`src/rtl/systolic_pkg.sv`:
```
// rtl/systolic_pkg.sv - shared state encoding and width helpers for the systolic array blocks
package systolic_pkg;

   typedef enum logic [1:0] {
      IDLE  = 2'd0,
      WAIT  = 2'd1,
      DRAIN = 2'd2
   } state_t;

   function automatic int elem_w(input int w);
      return 2 * w;
   endfunction

   // Never returns zero so a degenerate count still gets a 1-bit register.
   function automatic int idx_w(input int n);
      return (n <= 1) ? 1 : $clog2(n);
   endfunction

endpackage

```
`src/rtl/systolic_drain.sv`:
```
// rtl/systolic_drain.sv - times the compute window, snapshots C and streams it row-major
// Optional accumulator-clear pulse on the first drain cycle under SYSTOLIC_DRAIN_CLR_EN.
module systolic_drain
   import systolic_pkg::*;
#(
   parameter int W   = 32,
   parameter int N   = 3,
   parameter int LAT = 3 * N
) (
   input  logic                           i_clk,
   input  logic                           i_rst,
   input  logic                           i_start,
   input  logic                           i_en,
   input  logic [elem_w(W)*N*N-1:0]       i_C,
   output logic [elem_w(W)-1:0]           o_data,
   output logic                           o_valid,
   input  logic                           i_ready,
   output logic                           o_last,
   output logic                           o_busy,
   output logic                           o_done,
   output logic                           o_acc_clr
);

   localparam int EW = elem_w(W);
   localparam int NN = N * N;
   localparam int IW = idx_w(NN);
   localparam int CW = idx_w(LAT + 1);

   state_t           state_q;
   logic [CW-1:0]    cnt_q, cnt_d;
   logic [IW-1:0]    idx_q, idx_d;
   logic [EW-1:0]    shadow_q [NN];
   logic [EW-1:0]    o_data_q;
   logic             o_valid_q, o_last_q, o_busy_q, o_done_q;
   logic             capture, xfer, last_idx;

   always_comb begin
      cnt_d    = cnt_q + CW'(1);
      idx_d    = idx_q + IW'(1);
      capture  = (state_q == WAIT) && i_en && (cnt_q == CW'(LAT - 1));
      xfer     = (state_q == DRAIN) && o_valid_q && i_ready;
      last_idx = (idx_q == IW'(NN - 1));
   end

`ifdef SYSTOLIC_DRAIN_CLR_EN
   logic o_acc_clr_q;
`endif

   always_ff @(posedge i_clk) begin
      if (i_rst) begin
         state_q   <= IDLE;
         cnt_q     <= '0;
         idx_q     <= '0;
         o_data_q  <= '0;
         o_valid_q <= 1'b0;
         o_last_q  <= 1'b0;
         o_busy_q  <= 1'b0;
         o_done_q  <= 1'b0;
         for (int k = 0; k < NN; k++) shadow_q[k] <= '0;
`ifdef SYSTOLIC_DRAIN_CLR_EN
         o_acc_clr_q <= 1'b0;
`endif
      end else begin
         o_done_q <= 1'b0;
`ifdef SYSTOLIC_DRAIN_CLR_EN
         o_acc_clr_q <= capture;
`endif
         case (state_q)
            IDLE: begin
               if (i_start) begin
                  state_q  <= WAIT;
                  cnt_q    <= '0;
                  o_busy_q <= 1'b1;
               end
            end
            WAIT: begin
               if (i_en) cnt_q <= cnt_d;
               if (capture) begin
                  for (int k = 0; k < NN; k++) shadow_q[k] <= i_C[EW*k +: EW];
                  idx_q     <= '0;
                  o_data_q  <= i_C[EW-1:0];
                  o_last_q  <= (NN == 1);
                  o_valid_q <= 1'b1;
                  state_q   <= DRAIN;
               end
            end
            DRAIN: begin
               // o_data/o_last only move on a transfer, so they hold under backpressure.
               if (xfer) begin
                  if (last_idx) begin
                     state_q   <= IDLE;
                     o_valid_q <= 1'b0;
                     o_last_q  <= 1'b0;
                     o_data_q  <= '0;
                     o_busy_q  <= 1'b0;
                     o_done_q  <= 1'b1;
                  end else begin
                     idx_q    <= idx_d;
                     o_data_q <= shadow_q[idx_d];
                     o_last_q <= (idx_d == IW'(NN - 1));
                  end
               end
            end
            default: state_q <= IDLE;
         endcase
      end
   end

   assign o_data  = o_data_q;
   assign o_valid = o_valid_q;
   assign o_last  = o_last_q;
   assign o_busy  = o_busy_q;
   assign o_done  = o_done_q;

`ifdef SYSTOLIC_DRAIN_CLR_EN
   assign o_acc_clr = o_acc_clr_q;
`else
   assign o_acc_clr = 1'b0;
`endif

endmodule

```
`config.mk`:
```
export PLATFORM = sky130hd
export DESIGN_NAME = systolic_drain
export DESIGN_NICKNAME = d
export VERILOG_FILES = /design/src/rtl/systolic_pkg.sv /design/src/rtl/systolic_drain.sv
export SDC_FILE = /design/constraint.sdc
export NUM_CORES = 1
export LEC_CHECK = 0
export ABC_AREA = 1
export BUFFER_PORTS_ARGS = -buffer_cell sky130_fd_sc_hd__clkbuf_2
export CAP_MARGIN = 20
export CORE_ASPECT_RATIO = 1.75
export CORE_MARGIN = 3
export CORE_UTILIZATION = 52
export CTS_BUF_LIST = sky130_fd_sc_hd__clkbuf_2
export DETAILED_ROUTE_END_ITERATION = 10
export HOLD_SLACK_MARGIN = 0.03
export PLACE_DENSITY = 0.75
export SKIP_LAST_GASP = 1
export SLEW_MARGIN = 40
export SYNTH_ARGS = -nofsm -noshare
export SYNTH_HDL_FRONTEND = slang
export SYNTH_SLANG_ARGS = --single-unit
```
`constraint.sdc`:
```
create_clock -name i_clk -period 16.4 [get_ports i_clk]
set_input_delay 2.46 -clock i_clk [delete_from_list [all_inputs] [get_ports i_clk]]
set_output_delay 2.46 -clock i_clk [all_outputs]
set_load 0.01 [all_outputs]
```
==> metrics.json <==
{
  "outcome": {
    "run_status": "complete, no violations"
  },
  "worst_hold_path": {
    "min-delay-path-class": "reg2reg"
  },
  "synthesis": {
    "syn_avg_cell_area_um2": 8.31,
    "yosys-top-cells-area": "sky130_fd_sc_hd__edfxtp_1, sky130_fd_sc_hd__inv_1, sky130_fd_sc_hd__nand2_1, sky130_fd_sc_hd__nor2_1, sky130_fd_sc_hd__nand3_1",
    "mappedNetlistNets": 4550,
    "synth_cell_type_count": 27,
    "post-synth-top-area-fraction_pct": 52.5,
    "synth_largest_area_cell": "sky130_fd_sc_hd__edfxtp_1",
    "synth_cells": 3964,
    "netlist_area_um2": 32900,
    "ys_seq_area_share_pct": 57.3,
    "synth.ff_latch_count": 654,
    "yosysWarnings": 0
  },
  "setup_path": {
    "critical_path_buf_inv_count": 5,
    "cp_max_fo": 108,
    "cp_data_arrival_time_ns": 5.75,
    "cpPeakStageDelay_ns": 0.70,
    "timing.critical_path.cells": "clkbuf_2, inv_2, nand2_8, clkbuf_8, buf_6, buf_4, nor2_1",
    "top_cell_family_by_delay_on_the_critical_path": "buffers and inverters",
    "timing.setup.critical_path_class": "in2reg",
    "worst_setup_path_start_kind": "primary input",
    "critical_path_required_ns": 17.27,
    "cp-end-kind": "register",
    "timing.critical_path.slowest_stage_cell": "sky130_fd_sc_hd__buf_4"
  },
  "power": {
    "cellLeakagePower_nw": 20.2,
    "highest_ir_drop_seen_on_vdd_v": 0.0000659,
    "pwr_density_cell_nw_per_um2": 90.4
  },
  "sta": {
    "final.hold.worst_slack_ns": 0.529,
    "finalWorstPathRequiredPeriod_ns": 4.88,
    "finalClockSkew_ns": 0.0817,
    "timing.final.setup_violations": 0,
    "relSlewSlack_pct": 32.6,
    "timing_worst_slew_pin_value_ns": 1.01,
    "worst_slack_ns": 11.52,
    "final_min_period_over_clock_period_pct": 29.7,
    "max_freq_mhz": 205,
    "rsz0062_at_grt": "no",
    "hold_viol_final": 0,
    "setup_tns_ns": 0,
    "finalMaxSlewViolations": 0
  },
  "drt": {
    "top_layer": "met5",
    "detailroute.via_count": 27125,
    "route.layer.met1.wl_um": 33000,
    "routedWlPerCell_um": 18.6,
    "via_per_inst": 4.93,
    "first_iter_violations": 1815,
    "remaining_drc_errors": 0,
    "met2RoutedLength_um": 52600,
    "antenna_left": 0,
    "totalWireLength_um": 102000,
    "dr.pass1.iters": 5,
    "wl_met3_um": 8010
  },
  "cells_and_area": {
    "finish.instance_area_um2": 37500,
    "layout_cell_share_with_drive_strength_beyond_1_pct": 21.2,
    "area.growth.synth_to_final_pct": 13.8,
    "regArea_um2": 18900,
    "number_of_nets_in_the_layout": 5168,
    "multi_input_comb_area_um2": 8790,
    "most-common-layout-cells": "sky130_fd_sc_hd__inv_1, sky130_fd_sc_hd__clkbuf_2, sky130_fd_sc_hd__nand2_1",
    "mostFrequentLayoutCell": "sky130_fd_sc_hd__inv_1",
    "filler_cell_count": 5645
  },
  "floorplanning": {
    "die_w_um": 196,
    "initial_core_util_pct": 52.7,
    "placeableCoreArea_um2": 62500,
    "die-area_um2": 66500,
    "die_height_um": 339,
    "floorplan.rows": 121,
    "io_pins": 650
  },
  "clock_tree": {
    "cts_hold_buf": 0,
    "deepest_level_of_the_cts_h_tree": 4,
    "clk_path_buf_depth": 3,
    "numClockSinks": 654,
    "tritoncts": "yes",
    "clock-root-buffer": "sky130_fd_sc_hd__clkbuf_2",
    "cts_setup_buffers": 0,
    "clock_insertion_delay_worst_skew_ns": 1.23,
    "post_cts_gate_resize_count": 0,
    "cts_buffers": 150,
    "clkSlewWorstSetupHoldPaths_ns": 0.10
  },
  "global_routing": {
    "grt_pass1_vias": 27242,
    "total_routing_usage_gr_pct": 30.3,
    "pin_count_of_the_biggest_net_entering_global_routing": 125,
    "wire_length_of_the_first_global_routing_pass_um": 152000,
    "initial_antenna_violation_count": 13,
    "globalRoute.totalOverflow": 0
  },
  "place": {
    "detailedPlace.worstSlack_ns": 10.37,
    "postPlaceCellArea_um2": 36100,
    "numPortBuffers": 648,
    "routabilityCongestion": 0.877,
    "detailed_place_hpwl_um": 71200
  },
  "flow_run": {
    "drv_cap": 0
  }
}
Yosys cell counts:
cell and instances:
sky130_fd_sc_hd__o21ai_0 96, sky130_fd_sc_hd__ha_1 5, sky130_fd_sc_hd__nand2_1 843, sky130_fd_sc_hd__buf_2 88, sky130_fd_sc_hd__nor3_1 5, sky130_fd_sc_hd__nand3_1 360
sky130_fd_sc_hd__a31oi_1 2, sky130_fd_sc_hd__nand4_1 2, sky130_fd_sc_hd__inv_4 3, sky130_fd_sc_hd__buf_6 65, sky130_fd_sc_hd__nor2_2 61, sky130_fd_sc_hd__nand2_4 4
sky130_fd_sc_hd__o21ai_1 3, sky130_fd_sc_hd__dfxtp_1 78, sky130_fd_sc_hd__nand2_2 2, sky130_fd_sc_hd__a21oi_1 118, sky130_fd_sc_hd__conb_1 1, sky130_fd_sc_hd__clkbuf_2 1
sky130_fd_sc_hd__inv_2 8, sky130_fd_sc_hd__nand3_2 1, sky130_fd_sc_hd__clkbuf_1 37, sky130_fd_sc_hd__buf_1 5, sky130_fd_sc_hd__inv_1 1028, sky130_fd_sc_hd__buf_4 12
sky130_fd_sc_hd__edfxtp_1 576, sky130_fd_sc_hd__xnor2_2 1, sky130_fd_sc_hd__nor2_1 559
registers in the layout, summed over array words and instances, names as in the netlist:
signal    flops
cnt_q         4
idx_q         4
o_busy        1
o_data       64
o_done        1
o_last        1
o_valid       1
shadow_q    576
state_q       2
per-layer routing:
layer | GRT usage, % | up-vias
met2 | 53.5 | 1224
met1 | 30.5 | 12345
li1 | - | 13233
met3 | 6.97 | 317
met4 | 23.9 | 6
met5 | 0 | -
final cells by class:
type                            instances  share of cell area (%)
Antenna cell                            8                  0.0534
Multi-Input combinational cell       2063                    23.5
Clock buffer                          227                    3.03
Sequential cell                       654                    50.3
Clock inverter                         38                   0.548
Inverter                             1039                    10.5
Tap cell                              799                    2.67
Timing Repair Buffer                  674                    9.42
worst reg2reg max path: cells and delay by family, from the launching register on:
family | cells | cell delay, ns
fa+ha+maj | 1 | 1.17
flops | 1 | 0.90
compound gates | 1 | 0.12
buf+inv | 3 | 1.68
simple gates | 5 | 0.89
power by group:
part / switching (mW) / internal [mW] / total [mW]
registers: 0.0199 / 1.85 / 1.87
clock network: 0.645 / 0.396 / 1.04
logic: 0.327 / 0.148 / 0.474
total: 0.991 / 2.40 / 3.39
metrics by stage:
step	instances	utilization (%)	power [mW]
2_1_floorplan	3964	-	2.19
6_report	5502	59.9	3.39
3_5_place_dp	5229	57.7	2.39
4_1_cts	5494	59.9	3.42
5_1_grt	5499	59.9	3.54
3_3_place_gp	5227	57.6	2.38
kinds of logic (layout without fill, tap and decap cells):
group | after synthesis | in the layout | share of synthesized area, %
AND/OR/NAND/NOR | 1837 | 1837 | 22.9
adder cells (fa/ha/maj) | 5 | 5 | 0.190
AO/OA/AOI/OAI | 219 | 219 | 3.34
other | 1 | 9 | 0.0114
XOR/XNOR | 1 | 1 | 0.0494
buffers and inverters | 1247 | 1978 | 16.2
flip-flops | 654 | 654 | 57.3
worst paths after layout:
check,startpoint,end,slack (ns),cells past startpoint
worst max register to register,idx_q[0],o_data[24],11.58,10
worst min-delay path,cnt_q[3],cnt_q[3],0.53,2
worst min register to register,cnt_q[3],cnt_q[3],0.53,2
worst max-delay path,i_rst,shadow_q[4][8],11.52,7
No activity file was read; power rests on OpenSTA's default activity.
